--- src/rtl/pic_cmd_sequencer_pkg.sv ---
// Shared types and constants for the 8259A-style command sequencer.
// Covers the init state enum, control-word bit positions and command slot indices.
package pic_pkg;

  typedef enum logic [2:0] {
    IDLE,
    WAIT_ICW2,
    WAIT_ICW3,
    WAIT_ICW4,
    READY
  } pic_state_e;

  localparam int ICW1_IC4   = 0;
  localparam int ICW1_SNGL  = 1;
  localparam int ICW1_ID    = 4;
  localparam int OCW_SEL_LO = 3;

  // Slot order of the pulse vector and command register file.
  localparam int CMD_ICW1 = 0;
  localparam int CMD_ICW2 = 1;
  localparam int CMD_ICW3 = 2;
  localparam int CMD_ICW4 = 3;
  localparam int CMD_OCW1 = 4;
  localparam int CMD_OCW2 = 5;
  localparam int CMD_OCW3 = 6;
  localparam int NUM_CMDS = 7;

  function automatic logic is_icw1(input logic a0, input logic [4:0] d);
    return ~a0 & d[ICW1_ID];
  endfunction

endpackage

--- src/rtl/pic_cmd_sequencer_if.sv ---
// CPU-side bus of the command sequencer.
// Strobes are active low and asynchronous to the sequencer clock.
interface pic_cmd_sequencer_if #(parameter int DATA_WIDTH = 8);
  logic                  CS_bar;
  logic                  RD_bar;
  logic                  WR_bar;
  logic                  A0;
  logic [DATA_WIDTH-1:0] data_bus_in;

  modport master (output CS_bar, RD_bar, WR_bar, A0, data_bus_in);
  modport slave  (input  CS_bar, RD_bar, WR_bar, A0, data_bus_in);
endinterface

--- src/rtl/pic_strobe_sync.sv ---
// Multi-flop synchroniser for an active-high strobe level, with one edge detector.
// RISE selects whether edge_o flags the rising or the falling synchronised edge.
module pic_strobe_sync #(
  parameter int SYNC_STAGES = 2,
  parameter bit RISE        = 1'b0
) (
  input  logic clk,
  input  logic rst,
  input  logic act_in,
  output logic edge_o,
  output logic busy_o
);
  logic [SYNC_STAGES-1:0] sync_q, sync_d;
  logic                   prev_q, prev_d;

  always_comb begin
    sync_d = {sync_q[SYNC_STAGES-2:0], act_in};
    prev_d = sync_q[SYNC_STAGES-1];
  end

  always_ff @(posedge clk or posedge rst) begin
    if (rst) begin
      sync_q <= '0;
      prev_q <= 1'b0;
    end else begin
      sync_q <= sync_d;
      prev_q <= prev_d;
    end
  end

  assign edge_o = RISE ? (sync_q[SYNC_STAGES-1] & ~prev_q)
                       : (~sync_q[SYNC_STAGES-1] & prev_q);
  // Busy spans the whole synchroniser so overlapping accesses are seen early.
  assign busy_o = |{sync_q, prev_q};
endmodule

--- src/rtl/pic_cmd_sequencer.sv ---
// Clocked bus control decoder: synchronises CPU strobes, sequences ICW1..ICW4,
// classifies OCW1..OCW3 and issues one-cycle command pulses with held registers.
module pic_cmd_sequencer
  import pic_pkg::*;
#(
  parameter int DATA_WIDTH  = 8,
  parameter int SYNC_STAGES = 2,
  parameter int CASCADE_EN  = 1
) (
  input  logic                  clk,
  input  logic                  reset,
  pic_cmd_sequencer_if.slave    bus,
  output logic                  icw1_pulse, icw2_pulse, icw3_pulse, icw4_pulse,
  output logic                  ocw1_pulse, ocw2_pulse, ocw3_pulse,
  output logic [DATA_WIDTH-1:0] icw1_reg, icw2_reg, icw3_reg, icw4_reg,
  output logic [DATA_WIDTH-1:0] ocw1_reg, ocw2_reg, ocw3_reg,
  output logic                  init_done,
  output logic                  read_strobe,
  output logic                  read_a0,
  output logic                  seq_error
);
  logic wr_raw, rd_raw, wr_fall, wr_busy, rd_rise, unused_rd_busy;

  assign wr_raw = ~bus.CS_bar & ~bus.WR_bar;
  assign rd_raw = ~bus.CS_bar & ~bus.RD_bar;

  pic_strobe_sync #(.SYNC_STAGES(SYNC_STAGES), .RISE(1'b0)) u_wr_sync (
    .clk(clk), .rst(reset), .act_in(wr_raw), .edge_o(wr_fall), .busy_o(wr_busy)
  );
  pic_strobe_sync #(.SYNC_STAGES(SYNC_STAGES), .RISE(1'b1)) u_rd_sync (
    .clk(clk), .rst(reset), .act_in(rd_raw), .edge_o(rd_rise), .busy_o(unused_rd_busy)
  );

  pic_state_e            state_q, state_d;
  logic                  cap_a0_q, cap_a0_d;
  logic [DATA_WIDTH-1:0] cap_data_q, cap_data_d;
  logic [NUM_CMDS-1:0]   pulse_q, pulse_d;
  logic [DATA_WIDTH-1:0] cmd_reg_q [NUM_CMDS];
  logic [DATA_WIDTH-1:0] cmd_reg_d [NUM_CMDS];
  logic                  init_done_q, init_done_d;
  logic                  seq_error_q, seq_error_d;
  logic                  read_strobe_q, read_strobe_d;
  logic                  read_a0_q, read_a0_d;
  logic                  sngl, ic4;

  always_comb begin
    state_d       = state_q;
    cap_a0_d      = cap_a0_q;
    cap_data_d    = cap_data_q;
    pulse_d       = '0;
    cmd_reg_d     = cmd_reg_q;
    seq_error_d   = seq_error_q;
    init_done_d   = (state_q == READY);
    read_strobe_d = rd_rise & ~wr_busy;
    read_a0_d     = read_strobe_d ? bus.A0 : read_a0_q;
    sngl          = (CASCADE_EN == 0) || cmd_reg_q[CMD_ICW1][ICW1_SNGL];
    ic4           = cmd_reg_q[CMD_ICW1][ICW1_IC4];

    if (wr_raw) begin
      cap_a0_d   = bus.A0;
      cap_data_d = bus.data_bus_in;
    end

    if (wr_fall) begin
      if (is_icw1(cap_a0_q, cap_data_q[4:0])) begin
        pulse_d[CMD_ICW1]   = 1'b1;
        cmd_reg_d[CMD_ICW1] = cap_data_q;
        cmd_reg_d[CMD_OCW1] = '0;
        state_d             = WAIT_ICW2;
      end else begin
        unique case (state_q)
          IDLE: seq_error_d = 1'b1;
          WAIT_ICW2:
            if (cap_a0_q) begin
              pulse_d[CMD_ICW2]   = 1'b1;
              cmd_reg_d[CMD_ICW2] = cap_data_q;
              state_d = !sngl ? WAIT_ICW3 : (ic4 ? WAIT_ICW4 : READY);
            end else seq_error_d = 1'b1;
          WAIT_ICW3:
            if (cap_a0_q) begin
              pulse_d[CMD_ICW3]   = 1'b1;
              cmd_reg_d[CMD_ICW3] = cap_data_q;
              state_d = ic4 ? WAIT_ICW4 : READY;
            end else seq_error_d = 1'b1;
          WAIT_ICW4:
            if (cap_a0_q) begin
              pulse_d[CMD_ICW4]   = 1'b1;
              cmd_reg_d[CMD_ICW4] = cap_data_q;
              state_d = READY;
            end else seq_error_d = 1'b1;
          READY:
            // D4 is known 0 here, so D3 alone separates OCW2 from OCW3.
            if (cap_a0_q) begin
              pulse_d[CMD_OCW1]   = 1'b1;
              cmd_reg_d[CMD_OCW1] = cap_data_q;
            end else if (!cap_data_q[OCW_SEL_LO]) begin
              pulse_d[CMD_OCW2]   = 1'b1;
              cmd_reg_d[CMD_OCW2] = cap_data_q;
            end else begin
              pulse_d[CMD_OCW3]   = 1'b1;
              cmd_reg_d[CMD_OCW3] = cap_data_q;
            end
          default: state_d = IDLE;
        endcase
      end
    end
  end

  always_ff @(posedge clk or posedge reset) begin
    if (reset) begin
      state_q       <= IDLE;
      cap_a0_q      <= 1'b0;
      cap_data_q    <= '0;
      pulse_q       <= '0;
      for (int i = 0; i < NUM_CMDS; i++) cmd_reg_q[i] <= '0;
      init_done_q   <= 1'b0;
      seq_error_q   <= 1'b0;
      read_strobe_q <= 1'b0;
      read_a0_q     <= 1'b0;
    end else begin
      state_q       <= state_d;
      cap_a0_q      <= cap_a0_d;
      cap_data_q    <= cap_data_d;
      pulse_q       <= pulse_d;
      cmd_reg_q     <= cmd_reg_d;
      init_done_q   <= init_done_d;
      seq_error_q   <= seq_error_d;
      read_strobe_q <= read_strobe_d;
      read_a0_q     <= read_a0_d;
    end
  end

  assign icw1_pulse  = pulse_q[CMD_ICW1];
  assign icw2_pulse  = pulse_q[CMD_ICW2];
  assign icw3_pulse  = pulse_q[CMD_ICW3];
  assign icw4_pulse  = pulse_q[CMD_ICW4];
  assign ocw1_pulse  = pulse_q[CMD_OCW1];
  assign ocw2_pulse  = pulse_q[CMD_OCW2];
  assign ocw3_pulse  = pulse_q[CMD_OCW3];
  assign icw1_reg    = cmd_reg_q[CMD_ICW1];
  assign icw2_reg    = cmd_reg_q[CMD_ICW2];
  assign icw3_reg    = cmd_reg_q[CMD_ICW3];
  assign icw4_reg    = cmd_reg_q[CMD_ICW4];
  assign ocw1_reg    = cmd_reg_q[CMD_OCW1];
  assign ocw2_reg    = cmd_reg_q[CMD_OCW2];
  assign ocw3_reg    = cmd_reg_q[CMD_OCW3];
  assign init_done   = init_done_q;
  assign seq_error   = seq_error_q;
  assign read_strobe = read_strobe_q;
  assign read_a0     = read_a0_q;
endmodule

--- src/flat_wrapper.sv ---
// flat-port wrapper written by rule: the top's interface ports become plain ports
module pic_cmd_sequencer_flat import pic_pkg::*;
#(
  parameter int DATA_WIDTH  = 8,
  parameter int SYNC_STAGES = 2,
  parameter int CASCADE_EN  = 1
)
  (clk, reset, icw1_pulse, icw2_pulse, icw3_pulse, icw4_pulse, ocw1_pulse, ocw2_pulse, ocw3_pulse, icw1_reg, icw2_reg, icw3_reg, icw4_reg, ocw1_reg, ocw2_reg, ocw3_reg, init_done, read_strobe, read_a0, seq_error, bus_CS_bar, bus_RD_bar, bus_WR_bar, bus_A0, bus_data_bus_in);
  pic_cmd_sequencer_if #(.DATA_WIDTH(DATA_WIDTH)) bus_i ();
  input  logic clk;
  input  logic reset;
  output logic icw1_pulse;
  output logic icw2_pulse;
  output logic icw3_pulse;
  output logic icw4_pulse;
  output logic ocw1_pulse;
  output logic ocw2_pulse;
  output logic ocw3_pulse;
  output logic [DATA_WIDTH-1:0] icw1_reg;
  output logic [DATA_WIDTH-1:0] icw2_reg;
  output logic [DATA_WIDTH-1:0] icw3_reg;
  output logic [DATA_WIDTH-1:0] icw4_reg;
  output logic [DATA_WIDTH-1:0] ocw1_reg;
  output logic [DATA_WIDTH-1:0] ocw2_reg;
  output logic [DATA_WIDTH-1:0] ocw3_reg;
  output logic init_done;
  output logic read_strobe;
  output logic read_a0;
  output logic seq_error;
  input wire logic [$bits(bus_i.CS_bar)-1:0] bus_CS_bar;
  input wire logic [$bits(bus_i.RD_bar)-1:0] bus_RD_bar;
  input wire logic [$bits(bus_i.WR_bar)-1:0] bus_WR_bar;
  input wire logic [$bits(bus_i.A0)-1:0] bus_A0;
  input wire logic [$bits(bus_i.data_bus_in)-1:0] bus_data_bus_in;
  assign bus_i.CS_bar = bus_CS_bar;
  assign bus_i.RD_bar = bus_RD_bar;
  assign bus_i.WR_bar = bus_WR_bar;
  assign bus_i.A0 = bus_A0;
  assign bus_i.data_bus_in = bus_data_bus_in;
  pic_cmd_sequencer #(.DATA_WIDTH(DATA_WIDTH), .SYNC_STAGES(SYNC_STAGES), .CASCADE_EN(CASCADE_EN)) u_core (.clk(clk), .reset(reset), .bus(bus_i), .icw1_pulse(icw1_pulse), .icw2_pulse(icw2_pulse), .icw3_pulse(icw3_pulse), .icw4_pulse(icw4_pulse), .ocw1_pulse(ocw1_pulse), .ocw2_pulse(ocw2_pulse), .ocw3_pulse(ocw3_pulse), .icw1_reg(icw1_reg), .icw2_reg(icw2_reg), .icw3_reg(icw3_reg), .icw4_reg(icw4_reg), .ocw1_reg(ocw1_reg), .ocw2_reg(ocw2_reg), .ocw3_reg(ocw3_reg), .init_done(init_done), .read_strobe(read_strobe), .read_a0(read_a0), .seq_error(seq_error));
endmodule
--- config.mk ---
export PLATFORM = sky130hd
export DESIGN_NAME = pic_cmd_sequencer_flat
export DESIGN_NICKNAME = d
export VERILOG_FILES = /design/src/rtl/pic_cmd_sequencer_pkg.sv /design/src/rtl/pic_cmd_sequencer_if.sv /design/src/rtl/pic_strobe_sync.sv /design/src/rtl/pic_cmd_sequencer.sv /design/src/flat_wrapper.sv
export SDC_FILE = /design/constraint.sdc
export NUM_CORES = 1
export LEC_CHECK = 0
export ABC_AREA = 1
export CORE_MARGIN = 5
export CORE_UTILIZATION = 44
export CTS_BUF_LIST = sky130_fd_sc_hd__clkbuf_8 sky130_fd_sc_hd__clkbuf_16
export CTS_CLUSTER_SIZE = 8
export DETAILED_ROUTE_END_ITERATION = 16
export HOLD_SLACK_MARGIN = 0.08
export MAX_ROUTING_LAYER = met4
export PLACE_DENSITY = 0.81
export SYNTH_ARGS = -nofsm -noshare
export SYNTH_HDL_FRONTEND = slang
export SYNTH_SLANG_ARGS = --single-unit
--- constraint.sdc ---
create_clock -name clk -period 2.4 [get_ports clk]
set_input_delay 0.36 -clock clk [delete_from_list [all_inputs] [get_ports clk]]
set_output_delay 0.36 -clock clk [all_outputs]
set_load 0.1 [all_outputs]
==> impl_metrics.env <==
export IMPL_status="finished, final reports clean"
export IMPL_grt_pass1_vias=2498
export IMPL_wl_per_cell_um=14.30
export IMPL_crit_arrival_ps=1840
export IMPL_crit_fanout=11
export IMPL_worstSetupEndpointType="flop"
export IMPL_path_common_cell="nand2_1"
export IMPL_cts_setup_buffers=0
export IMPL_start_util=0.4544
export IMPL_synth_top_cells_by_count="118 x nand2_1, 84 x dfrtp_1, 27 x inv_1"
export IMPL_drtPass1Iterations=4
export IMPL_viasPerCell=4.681
export IMPL_hold_buffers=0
export IMPL_leakagePower_nw=2.236
export IMPL_yosysTopAreaCell="dfrtp_1"
export IMPL_syn_to_final_growth_pct=26.81
export IMPL_tightest_slew_ps=619.4
export IMPL_worst_ep_required_time_ps=2690
export IMPL_post_route_period_util=0.6446
export IMPL_power_density_nw_per_um2=981.3
export IMPL_vias=2462
export IMPL_final_cells=526
export IMPL_max_vdd_ir_drop_uv=1453
export IMPL_wl_um=7520
export IMPL_synth_nets=355
export IMPL_cp_slowest_cell="dfrtp_1"
export IMPL_die_w_um=96.78
export IMPL_first_iter_violations=132
export IMPL_io_pins=81
export IMPL_synth_area_leaders="dfrtp_1 63%, nand2_1 13%, o21ai_2 4.2%"
export IMPL_grt_start_max_net_pins=85
export IMPL_synth_edf_count=0
export IMPL_fp_dieH_um=96.78
export IMPL_r2r_cells=7
export IMPL_regArea_um2=2102
export IMPL_clk_path_buf_depth=2
export IMPL_worstPathCellList="nor2_2, nand2_1, inv_2, nand2_1, nand2_1, nand2_1, nand2_1"
export IMPL_startpoint_type="flop"
export IMPL_drc=0
export IMPL_synth_avg_cell_area_um2=9.716
export IMPL_hold_path_class="reg2reg"
export IMPL_grtUsageTotal=0.1757
export IMPL_synth_main_ff_cell="dfrtp_1"
export IMPL_min_to="u_core.u_rd_sync.sync_q[1]"
export IMPL_ys_seq_elements=84
export IMPL_asyncSetResetFlopFracSynth=1.000
export IMPL_clk_insertion_delay_late_ps=350
export IMPL_ys_seq_area_frac=0.6344
export IMPL_antenna_found_initial=0
export IMPL_final_nets=437
export IMPL_netlist_cell_type_count=21
export IMPL_synth_top_area_frac=0.6344
export IMPL_routabilityCongestion=0.8707
export IMPL_r2r_slack_ps=850
export IMPL_yosysMostFrequentCell="nand2_1"
export IMPL_n_fill_cell=686
export IMPL_synthCells=341
export IMPL_core_um2=7292
export IMPL_numPortBuffers=79
export IMPL_clock_skew_ps=8.763
export IMPL_dp_hpwl_um=5212
export IMPL_mappedNetlistArea_um2=3313
export IMPL_cts_buffers=9
export IMPL_final_core_utilization=0.5762
export IMPL_root_buffer="clkbuf_8"
export IMPL_final_setup_tns_ps=0
export IMPL_finalSetupViolCount=0
export IMPL_slew_violations=0
export IMPL_multi_input_area_um2=1027
export IMPL_num_rows=31
export IMPL_slowest_delay_ps=480
export IMPL_dp_cells=511
export IMPL_clock_sinks=84
export IMPL_fin_area_um2=4202
export IMPL_cts_tree="yes"
export IMPL_max_cap_violations=0
export IMPL_relSlewSlack=0.5866
export IMPL_r2r_end="u_core.ocw1_reg[6]"
export IMPL_grt_pass1_wl_um=12770
export IMPL_hold_violations=0
export IMPL_cts_resized=0
export IMPL_diodes=0
export IMPL_die_area_um2=9365
export IMPL_min_path_cells=0
export IMPL_drive_above_1_share=0.2693
export IMPL_fmax_mhz=646.4
export IMPL_place_area_um2=4019
export IMPL_reg2reg_from="u_core.state_q[0]"
export IMPL_crit_type="reg2reg"
export IMPL_yosys_warnings=0
export IMPL_postRouteAntennaNets=0
export IMPL_worstHoldStart="u_core.u_rd_sync.sync_q[0]"
export IMPL_grt_setup_unrepaired="no"
export IMPL_path_clk_slew_ps=80
export IMPL_htreeDepth=3
export IMPL_grt_ovfl_total=0
export IMPL_final_min_clock_period_ps=1547
[where the power goes]
| group | total, mW | switching (mW) | internal, mW |
|---|---|---|---|
| registers | 1.68 | 0.112 | 1.56 |
| logic | 1.49 | 1.20 | 0.285 |
| clock network | 0.957 | 0.489 | 0.468 |
[cell usage in the layout (no fill, tap or decap), drive strengths merged]
| cell type | n |
|---|---|
| buf | 67 |
| bufinv | 1 |
| clkbuf | 9 |
| clkdlybuf4s50 | 13 |
| clkinv | 2 |
| clkinvlp | 2 |
| conb | 1 |
| dfrtp | 84 |
| inv | 32 |
| nand2 | 122 |
| nand3 | 18 |
| nand4 | 1 |
| nor2 | 23 |
| nor3 | 6 |
| o21ai | 44 |
| or2 | 2 |
[worst max-delay path by stage]
| stage | from | endpoint | slack, ps | cells after the start |
|---|---|---|---|---|
| after floorplan | u_core.icw1_reg[0] | u_core.state_q[2] | 870 | 5 |
| after global placement | bus_CS_bar | u_core.cap_data_q[3] | 830 | 3 |
| after detailed placement | bus_CS_bar | u_core.cap_data_q[2] | 750 | 3 |
| after CTS | u_core.state_q[0] | u_core.ocw1_reg[6] | 860 | 7 |
| after global routing | u_core.cap_a0_q | u_core.ocw1_reg[6] | 700 | 7 |
| final | u_core.state_q[0] | u_core.ocw1_reg[6] | 850 | 7 |
[cell type report]
cell class,instances,area share
flip-flops and latches,84,0.5003
clock inverters,6,0.01400
repair buffers,80,0.1537
inverters,31,0.02859
multi-input cells,217,0.2445
clock buffers,9,0.02948
well taps,99,0.02948
[stage by stage]
| step | power, mW | setup WS, ps | hold WS (ps) |
|---|---|---|---|
| floorplan | 2.857 | 869.8 | 331.2 |
| global placement | 3.181 | 828.4 | 336.3 |
| detailed placement | 3.207 | 745.9 | 356.3 |
| CTS | 4.161 | 858.9 | 373.7 |
| global route | 4.303 | 701.0 | 397.2 |
| finish | 4.123 | 852.9 | 368.9 |
[cells by family after synthesis]
group                  synth area share
DFF                              0.6344
and+or+nand+nor                  0.2243
other                          0.001132
buffers and inverters           0.05551
AOI/OAI and AO/OA               0.08459
[per-layer routing]
metal | global-route usage | part of all wire | vias up
met5 | - | 0 | -
met4 | 0.05832 | 0.013 | 0
met3 | 0.05324 | 0.063 | 9
met2 | 0.2728 | 0.47 | 69
met1 | 0.2209 | 0.45 | 1156
li1 | - | - | 1228
[worst max-delay path: cells and delay by family (launching register included)]
kind / cells / cell delay [ps]
DFF: 1 / 480
buffers and inverters: 1 / 80
and+or+nand+nor: 6 / 930
Note: power is estimated with default switching activity, not from simulation.
